**config.mk**
```make
export PLATFORM = sky130hd
export DESIGN_NAME = data_ram_ctrl_flat
export DESIGN_NICKNAME = d
export VERILOG_FILES = /design/src/rtl/data_ram_pkg.sv /design/src/rtl/data_ram_ctrl_if.sv /design/src/rtl/data_ram_lane_align.sv /design/src/rtl/data_ram_ctrl.sv /design/src/flat_wrapper.sv
export SDC_FILE = /design/constraint.sdc
export NUM_CORES = 2
export LEC_CHECK = 0
export BUFFER_PORTS_ARGS = -buffer_cell sky130_fd_sc_hd__buf_2
export CAP_MARGIN = 30
export CORE_UTILIZATION = 30
export DETAILED_ROUTE_END_ITERATION = 7
export PLACE_DENSITY = 0.45
export RECOVER_POWER = 100
export SLEW_MARGIN = 20
export SYNTH_ARGS = -nofsm -noshare
export SYNTH_HDL_FRONTEND = slang
export SYNTH_SLANG_ARGS = --single-unit
```
**constraint.sdc**
```tcl
create_clock -name CLK -period 11.78 [get_ports CLK]
set_input_delay 2.356 -clock CLK [delete_from_list [all_inputs] [get_ports CLK]]
set_output_delay 2.356 -clock CLK [all_outputs]
set_load 0.05 [all_outputs]
```
**src/rtl/data_ram_pkg.sv**
```systemverilog
// Shared definitions for the data RAM controller.
//   SZ_*    : access size codes carried on the Size field
//   CNT_W   : width of the wait-state counter (WAIT_CYCLES range 0..15)
//   state_t : controller state encoding, also exported for debug
package data_ram_pkg;

    localparam logic [1:0] SZ_BYTE = 2'b00;
    localparam logic [1:0] SZ_HALF = 2'b01;
    localparam logic [1:0] SZ_WORD = 2'b10;
    localparam logic [1:0] SZ_RSVD = 2'b11;

    localparam int CNT_W = 4;

    typedef enum logic [1:0] {
        IDLE = 2'd0,
        WAIT = 2'd1,
        RESP = 2'd2
    } state_t;

endpackage

```
**src/rtl/data_ram_ctrl_if.sv**
```systemverilog
// Memory-stage bus between the datapath (master) and the data RAM
// controller (slave).
//   Req/WE/Size/Unsigned/Address/DataIn : request, driven by master
//   DataOut/Ready/Busy/AddrErr          : response, driven by slave
// Handshake: Req is sampled only while Busy=0; an accepted request is
// answered by exactly one Ready pulse, with AddrErr valid in that same
// cycle. Req presented while Busy=1 is dropped, not queued.
interface data_ram_ctrl_if;
    logic        Req;
    logic        WE;
    logic [1:0]  Size;
    logic        Unsigned;
    logic [31:0] Address;
    logic [31:0] DataIn;
    logic [31:0] DataOut;
    logic        Ready;
    logic        Busy;
    logic        AddrErr;

    modport master (
        output Req, WE, Size, Unsigned, Address, DataIn,
        input  DataOut, Ready, Busy, AddrErr
    );

    modport slave (
        input  Req, WE, Size, Unsigned, Address, DataIn,
        output DataOut, Ready, Busy, AddrErr
    );
endinterface

```
**src/rtl/data_ram_lane_align.sv**
```systemverilog
// Combinational byte-lane steering for sized little-endian accesses.
//   size, zext, addr_lo : access size, zero-extend select, Address[1:0]
//   rdata, wdata        : raw storage word, right-justified store data
//   be                  : byte-enable mask (bit n = lane n = bits 8n+7:8n)
//   wword               : store data replicated onto its lanes
//   rext                : selected and extended load value
//   misalign            : reserved size or unaligned half/word
module data_ram_lane_align
    import data_ram_pkg::*;
(
    input  logic [1:0]  size,
    input  logic        zext,
    input  logic [1:0]  addr_lo,
    input  logic [31:0] rdata,
    input  logic [31:0] wdata,
    output logic [3:0]  be,
    output logic [31:0] wword,
    output logic [31:0] rext,
    output logic        misalign
);

    logic [7:0]  rbyte;
    logic [15:0] rhalf;

    always_comb begin
        be       = 4'b0000;
        wword    = wdata;
        rext     = '0;
        misalign = 1'b0;
        rbyte    = rdata[{addr_lo, 3'b000} +: 8];
        rhalf    = addr_lo[1] ? rdata[31:16] : rdata[15:0];
        case (size)
            SZ_BYTE: begin
                be    = 4'b0001 << addr_lo;
                wword = {4{wdata[7:0]}};
                rext  = zext ? {24'b0, rbyte} : {{24{rbyte[7]}}, rbyte};
            end
            SZ_HALF: begin
                misalign = addr_lo[0];
                be       = addr_lo[1] ? 4'b1100 : 4'b0011;
                wword    = {2{wdata[15:0]}};
                rext     = zext ? {16'b0, rhalf} : {{16{rhalf[15]}}, rhalf};
            end
            SZ_WORD: begin
                misalign = (addr_lo != 2'b00);
                be       = 4'b1111;
                rext     = rdata;
            end
            default: misalign = 1'b1;
        endcase
    end

endmodule

```
**src/rtl/data_ram_ctrl.sv**
```systemverilog
// Byte-addressed data memory with request/ready handshake, optional wait
// states and MIPS-style sized loads/stores.
//   CLK, Reset : clock, synchronous active-high reset (memory is kept)
//   bus        : data_ram_ctrl_if slave port (request in, response out)
//   state_dbg  : current controller state
module data_ram_ctrl
    import data_ram_pkg::*;
#(
    parameter int          DEPTH_LOG2  = 5,
    parameter int          WAIT_CYCLES = 0,
    parameter logic [31:0] INIT_BASE   = 32'h8000_0000
) (
    input  logic            CLK,
    input  logic            Reset,
    data_ram_ctrl_if.slave  bus,
    output state_t          state_dbg
);

    localparam int WORDS = 1 << DEPTH_LOG2;
    localparam int AW    = DEPTH_LOG2 + 2;
    localparam logic [CNT_W-1:0] WAIT_LOAD = CNT_W'(WAIT_CYCLES);

    // Power-up image: word i holds INIT_BASE + i. Reset never reloads it.
    function automatic logic [WORDS*32-1:0] init_image();
        logic [WORDS*32-1:0] img;
        for (int i = 0; i < WORDS; i++) img[32*i +: 32] = INIT_BASE + 32'(i);
        return img;
    endfunction

    logic [WORDS-1:0][31:0] mem = init_image();

    state_t            state, state_n;
    logic [CNT_W-1:0]  cnt, cnt_n;
    logic [31:0]       dout, dout_n;
    logic              err, err_n;
    logic              do_access;

    logic              l_we, l_zext;
    logic [1:0]        l_size;
    logic [AW-1:0]     l_addr;
    logic [31:0]       l_din;

    logic              cur_we, cur_zext;
    logic [1:0]        cur_size;
    logic [AW-1:0]     cur_addr;
    logic [31:0]       cur_din;
    logic [DEPTH_LOG2-1:0] cur_idx;

    logic [3:0]        be;
    logic [31:0]       wword, rext;
    logic              misalign;

    // Upper address bits only alias; they never select storage.
    logic unused_addr_hi;
    assign unused_addr_hi = ^bus.Address[31:AW];

    // In IDLE the accept edge acts on the live request (needed when
    // WAIT_CYCLES=0); afterwards the latched copy is used.
    always_comb begin
        if (state == IDLE) begin
            cur_we   = bus.WE;
            cur_zext = bus.Unsigned;
            cur_size = bus.Size;
            cur_addr = bus.Address[AW-1:0];
            cur_din  = bus.DataIn;
        end else begin
            cur_we   = l_we;
            cur_zext = l_zext;
            cur_size = l_size;
            cur_addr = l_addr;
            cur_din  = l_din;
        end
    end

    assign cur_idx = cur_addr[AW-1:2];

    data_ram_lane_align u_align (
        .size     (cur_size),
        .zext     (cur_zext),
        .addr_lo  (cur_addr[1:0]),
        .rdata    (mem[cur_idx]),
        .wdata    (cur_din),
        .be       (be),
        .wword    (wword),
        .rext     (rext),
        .misalign (misalign)
    );

    always_comb begin
        state_n   = state;
        cnt_n     = cnt;
        dout_n    = dout;
        err_n     = err;
        do_access = 1'b0;
        case (state)
            IDLE: begin
                if (bus.Req) begin
                    err_n = misalign;
                    if (misalign) begin
                        dout_n  = '0;
                        state_n = RESP;
                    end else if (WAIT_CYCLES == 0) begin
                        do_access = 1'b1;
                        state_n   = RESP;
                    end else begin
                        cnt_n   = WAIT_LOAD;
                        state_n = WAIT;
                    end
                end
            end
            WAIT: begin
                if (cnt == CNT_W'(1)) begin
                    do_access = 1'b1;
                    state_n   = RESP;
                end else begin
                    cnt_n = cnt - 1'b1;
                end
            end
            RESP:    state_n = IDLE;
            default: state_n = IDLE;
        endcase
        if (do_access && !cur_we) dout_n = rext;
    end

    always_ff @(posedge CLK) begin
        if (Reset) begin
            state <= IDLE;
            cnt   <= '0;
            dout  <= '0;
            err   <= 1'b0;
        end else begin
            state <= state_n;
            cnt   <= cnt_n;
            dout  <= dout_n;
            err   <= err_n;
        end
    end

    always_ff @(posedge CLK) begin
        if (state == IDLE && bus.Req) begin
            l_we   <= bus.WE;
            l_zext <= bus.Unsigned;
            l_size <= bus.Size;
            l_addr <= bus.Address[AW-1:0];
            l_din  <= bus.DataIn;
        end
    end

    // A store pending in WAIT is dropped if Reset lands on its commit edge.
    always_ff @(posedge CLK) begin
        if (do_access && cur_we && !Reset) begin
            for (int b = 0; b < 4; b++) begin
                if (be[b]) mem[cur_idx][8*b +: 8] <= wword[8*b +: 8];
            end
        end
    end

    assign bus.DataOut = dout;
    assign bus.Ready   = (state == RESP);
    assign bus.Busy    = (state != IDLE);
    assign bus.AddrErr = err & (state == RESP);
    assign state_dbg   = state;

endmodule
```
**src/flat_wrapper.sv**
```systemverilog
// flat-port wrapper written by rule: the top's interface ports become plain ports
module data_ram_ctrl_flat import data_ram_pkg::*;
#(
    parameter int          DEPTH_LOG2  = 5,
    parameter int          WAIT_CYCLES = 0,
    parameter logic [31:0] INIT_BASE   = 32'h8000_0000
)
  (CLK, Reset, state_dbg, bus_Req, bus_WE, bus_Size, bus_Unsigned, bus_Address, bus_DataIn, bus_DataOut, bus_Ready, bus_Busy, bus_AddrErr);
  data_ram_ctrl_if bus_i ();
  input  logic CLK;
  input  logic Reset;
  output state_t state_dbg;
  input wire logic [$bits(bus_i.Req)-1:0] bus_Req;
  input wire logic [$bits(bus_i.WE)-1:0] bus_WE;
  input wire logic [$bits(bus_i.Size)-1:0] bus_Size;
  input wire logic [$bits(bus_i.Unsigned)-1:0] bus_Unsigned;
  input wire logic [$bits(bus_i.Address)-1:0] bus_Address;
  input wire logic [$bits(bus_i.DataIn)-1:0] bus_DataIn;
  output wire logic [$bits(bus_i.DataOut)-1:0] bus_DataOut;
  output wire logic [$bits(bus_i.Ready)-1:0] bus_Ready;
  output wire logic [$bits(bus_i.Busy)-1:0] bus_Busy;
  output wire logic [$bits(bus_i.AddrErr)-1:0] bus_AddrErr;
  assign bus_i.Req = bus_Req;
  assign bus_i.WE = bus_WE;
  assign bus_i.Size = bus_Size;
  assign bus_i.Unsigned = bus_Unsigned;
  assign bus_i.Address = bus_Address;
  assign bus_i.DataIn = bus_DataIn;
  assign bus_DataOut = bus_i.DataOut;
  assign bus_Ready = bus_i.Ready;
  assign bus_Busy = bus_i.Busy;
  assign bus_AddrErr = bus_i.AddrErr;
  data_ram_ctrl #(.DEPTH_LOG2(DEPTH_LOG2), .WAIT_CYCLES(WAIT_CYCLES), .INIT_BASE(INIT_BASE)) u_core (.CLK(CLK), .Reset(Reset), .bus(bus_i), .state_dbg(state_dbg));
endmodule
```
==> flow_summary.yaml <==
status:
  status: "finished with violations"
  violations: "max-capacitance violations, max-slew violations"
timing:
  min_period_over_period_pct: 72.4
  min_period_ps: 8530
  final_hold_viol_count: 0
  worst_slew_pin_slew_ps: 3370
  clock.fmax_mhz: 117
  maxSlewViolCount: 909
  finalSetupTns_ps: 0
  fin_skew_ps: 32.6
  hold_slack_ps: 470
  rsz0062_at_grt: "no"
  setup_viol: 0
  max-slew-margin-rel_pct: -125
clocking:
  clockBufferDepth: 3
  clk_pin_slew_worst_paths_ps: 60
  numCtsBuffers: 119
  clock-sinks: 1100
  cts_root_buf: "clkbuf_16"
  cts_tree: "done"
  cts-resized-gates: 0
  cts_hold_buf: 0
  worstSkewPairLatency_ps: 750
  postCtsSetupBuffers: 0
  htree_levels: 3
layout:
  syn_to_final_growth_pct: 14.8
  nFillCells: 14900
  finalNetCount: 3346
  multi_input_area_um2: 12600
  antenna_cells: 0
  fin_area_um2: 53100
  drive_gt1_share_pct: 9.32
  seq_area_um2: 32700
global_route:
  grt_pass1_vias: 26800
  grt_max_degree: 104
  grt_use_total_pct: 17.4
  antenna_found_initial: 11
  overflow: 0
  grt_pass1_wl_um: 197000
setup_path:
  start_kind: "flop"
  crit_fanout: 43
  reg2reg_to: "u_core.bus.DataOut[25]"
  rr_worst_depth: 10
  r2r_start: "u_core.state_dbg[1]"
  critPathKind: "reg -> reg"
  end_kind: "flop"
  arrival_ps: 9160
  crit_required_ps: 12420
  r2r_slack_ps: 3250
drt:
  drc_errors: 0
  dr_total_vias: 27200
  first_pass_iters: 5
  via_per_inst: 5.02
  drt_iter0_drc: 2193
  ant_nets: 0
  wl_per_cell_um: 25.4
  wl_um: 137000
logic_synthesis:
  synth_edf_count: 1066
  async_flop_share_pct: 0
  synthAdderAreaFrac_pct: 0
  dominantRegCellSynth: "edfxtp_1"
  synth-seq-cells: 1100
  synthCells: 3115
  synth_mux_area_share_pct: 14.5
  synth_compound_area_share_pct: 4.59
  post_synth.cell_area_avg_um2: 14.9
  synthSimpleGateAreaFrac_pct: 7.87
  synthXorXnorAreaFrac_pct: 0
  netlist_area_um2: 46300
  synth_warnings: 0
  ys_seq_area_share_pct: 70.6
  postSynthNetCount: 3186
  synth_top_family_by_area: "multiplexers"
  synthDistinctLibCells: 53
power:
  power.density_nw_per_um2: 168
  cellLeakagePower_nw: 17.7
  fin_total_pwr_mw: 8.94
  ir_worst_vdd_uv: 130
job:
  cap_violations: 32
placed_design:
  placed_area_um2: 49900
  gp_congestion: 0.796
  io_buffers: 81
  place_hpwl_um: 85600
floorplan:
  io_pins: 108
  die_height_um: 395
  core_um2: 153000
  placementRows: 143
  dieArea_um2: 156000
  die_width_um: 395
  initial_utilization_pct: 30.3
min_path:
  min_from: "u_core.err"
  holdPathEnd: "u_core.err"
  whs_path_depth: 2
  hold_path_class: "reg -> reg"
state kept, by name (all words and copies together) (netlist names):
register,cells
u_core.l_din,32
u_core.err,1
u_core.l_size,2
u_core.bus.DataOut,32
u_core.l_addr,7
u_core.state_dbg,1
u_core.mem,1024
u_core.l_zext,1
cell usage after synthesis (3+ instances only):
library cell,instances,share of area [%]
edfxtp_1,1066,69
mux2i_1,638,14
nor2_1,326,2.6
nand2_1,237,1.9
o22ai_1,120,1.6
clkbuf_1,114,0.92
nor3_1,103,1.1
buf_2,53,0.57
a21oi_1,45,0.49
and3_1,42,0.57
buf_4,39,0.63
nand4_1,37,0.50
dfxtp_1,34,1.5
nor4_1,29,0.39
a31oi_1,26,0.35
a32oi_1,24,0.45
o21ai_0,24,0.26
nand3_1,21,0.23
mux2_2,14,0.34
a221oi_2,13,0.42
a22o_1,12,0.23
a22oi_1,10,0.16
buf_1,8,0.065
buf_6,8,0.19
and2_1,7,0.095
a211o_1,6,0.11
mux4_2,6,0.29
a221oi_1,5,0.095
nand2b_1,4,0.054
nand4b_1,4,0.076
nor2b_1,4,0.054
o211ai_1,4,0.065
nand4bb_1,3,0.073
kinds of logic (layout without fill, tap and decap cells):
kind of cell / Yosys count / count (layout)
AND/OR/NAND/NOR: 825 / 825
AO/OA/AOI/OAI: 305 / 305
multiplexers: 659 / 659
flip-flops: 1100 / 1100
buffers and inverters: 225 / 489
other: 1 / 1
area by class of cell:
class / instances / area share, %
Multi-Input combinational cell: 1790 / 23.8
Clock buffer: 141 / 5.80
Inverter: 2 / 0.0141
Sequential cell: 1100 / 61.5
Timing Repair Buffer: 262 / 2.52
Tap cell: 2030 / 4.78
Clock inverter: 84 / 1.59
where the power goes:
| group | switching (mW) | internal, mW |
|---|---|---|
| clock | 1.60 | 2.19 |
| sequential | 0.0128 | 4.35 |
| combinational | 0.575 | 0.213 |
layer usage:
metal	part of all wire (%)	wire, um	global-route usage (%)
met2	47	64500	27.9
met3	4.4	6000	2.76
met5	0.050	69	0
met4	2.1	2900	3.70
met1	46	63800	24.6
worst max-delay path by stage:
| stage | from | slack, ps | depth (start not counted) | to |
|---|---|---|---|---|
| after floorplan | bus_Address[2] | 6410 | 12 | u_core.mem[100] |
| after detailed placement | bus_Address[3] | 4990 | 11 | u_core.bus.DataOut[5] |
| after CTS | bus_Address[3] | 5770 | 11 | u_core.bus.DataOut[5] |
| after global routing | u_core.state_dbg[1] | 2810 | 10 | u_core.bus.DataOut[25] |
| after global placement | bus_Address[3] | 4780 | 11 | u_core.bus.DataOut[16] |
| final | u_core.state_dbg[1] | 3250 | 10 | u_core.bus.DataOut[25] |
per-stage QoR:
step                std cells  setup slack (ps)  utilization, %
floorplan                3115              6410               -
global placement         5174              4780            32.6
detailed placement       5183              4990            32.7
CTS                      5408              5770            35.3
global route             5409              2810            34.8
finish                   5409              3250            34.8
cells in the final DEF, fill, tap and decap left out, types with 29 or more instances in the layout:
cell type,instances
clkbuf_16,120
buf_4,57
a21oi_1,30
edfxtp_1,1066
mux2i_1,635
nand2_1,233
nor4_1,29
clkinv_1,34
dfxtp_1,34
nor2_1,326
o22ai_1,120
nor3_1,102
clkbuf_1,200
nand4_1,37
and3_1,42
critical path: stages (launching register included):
cell	delay, ps
dfxtp_1	970
clkbuf_1	2330
o32a_1	1290
clkbuf_1	1250
o211ai_1	220
nor4_1	630
clkbuf_1	260
o31ai_1	110
or4b_1	780
buf_8	270
a221oi_1	270
(Power assumes the default switching activity.)
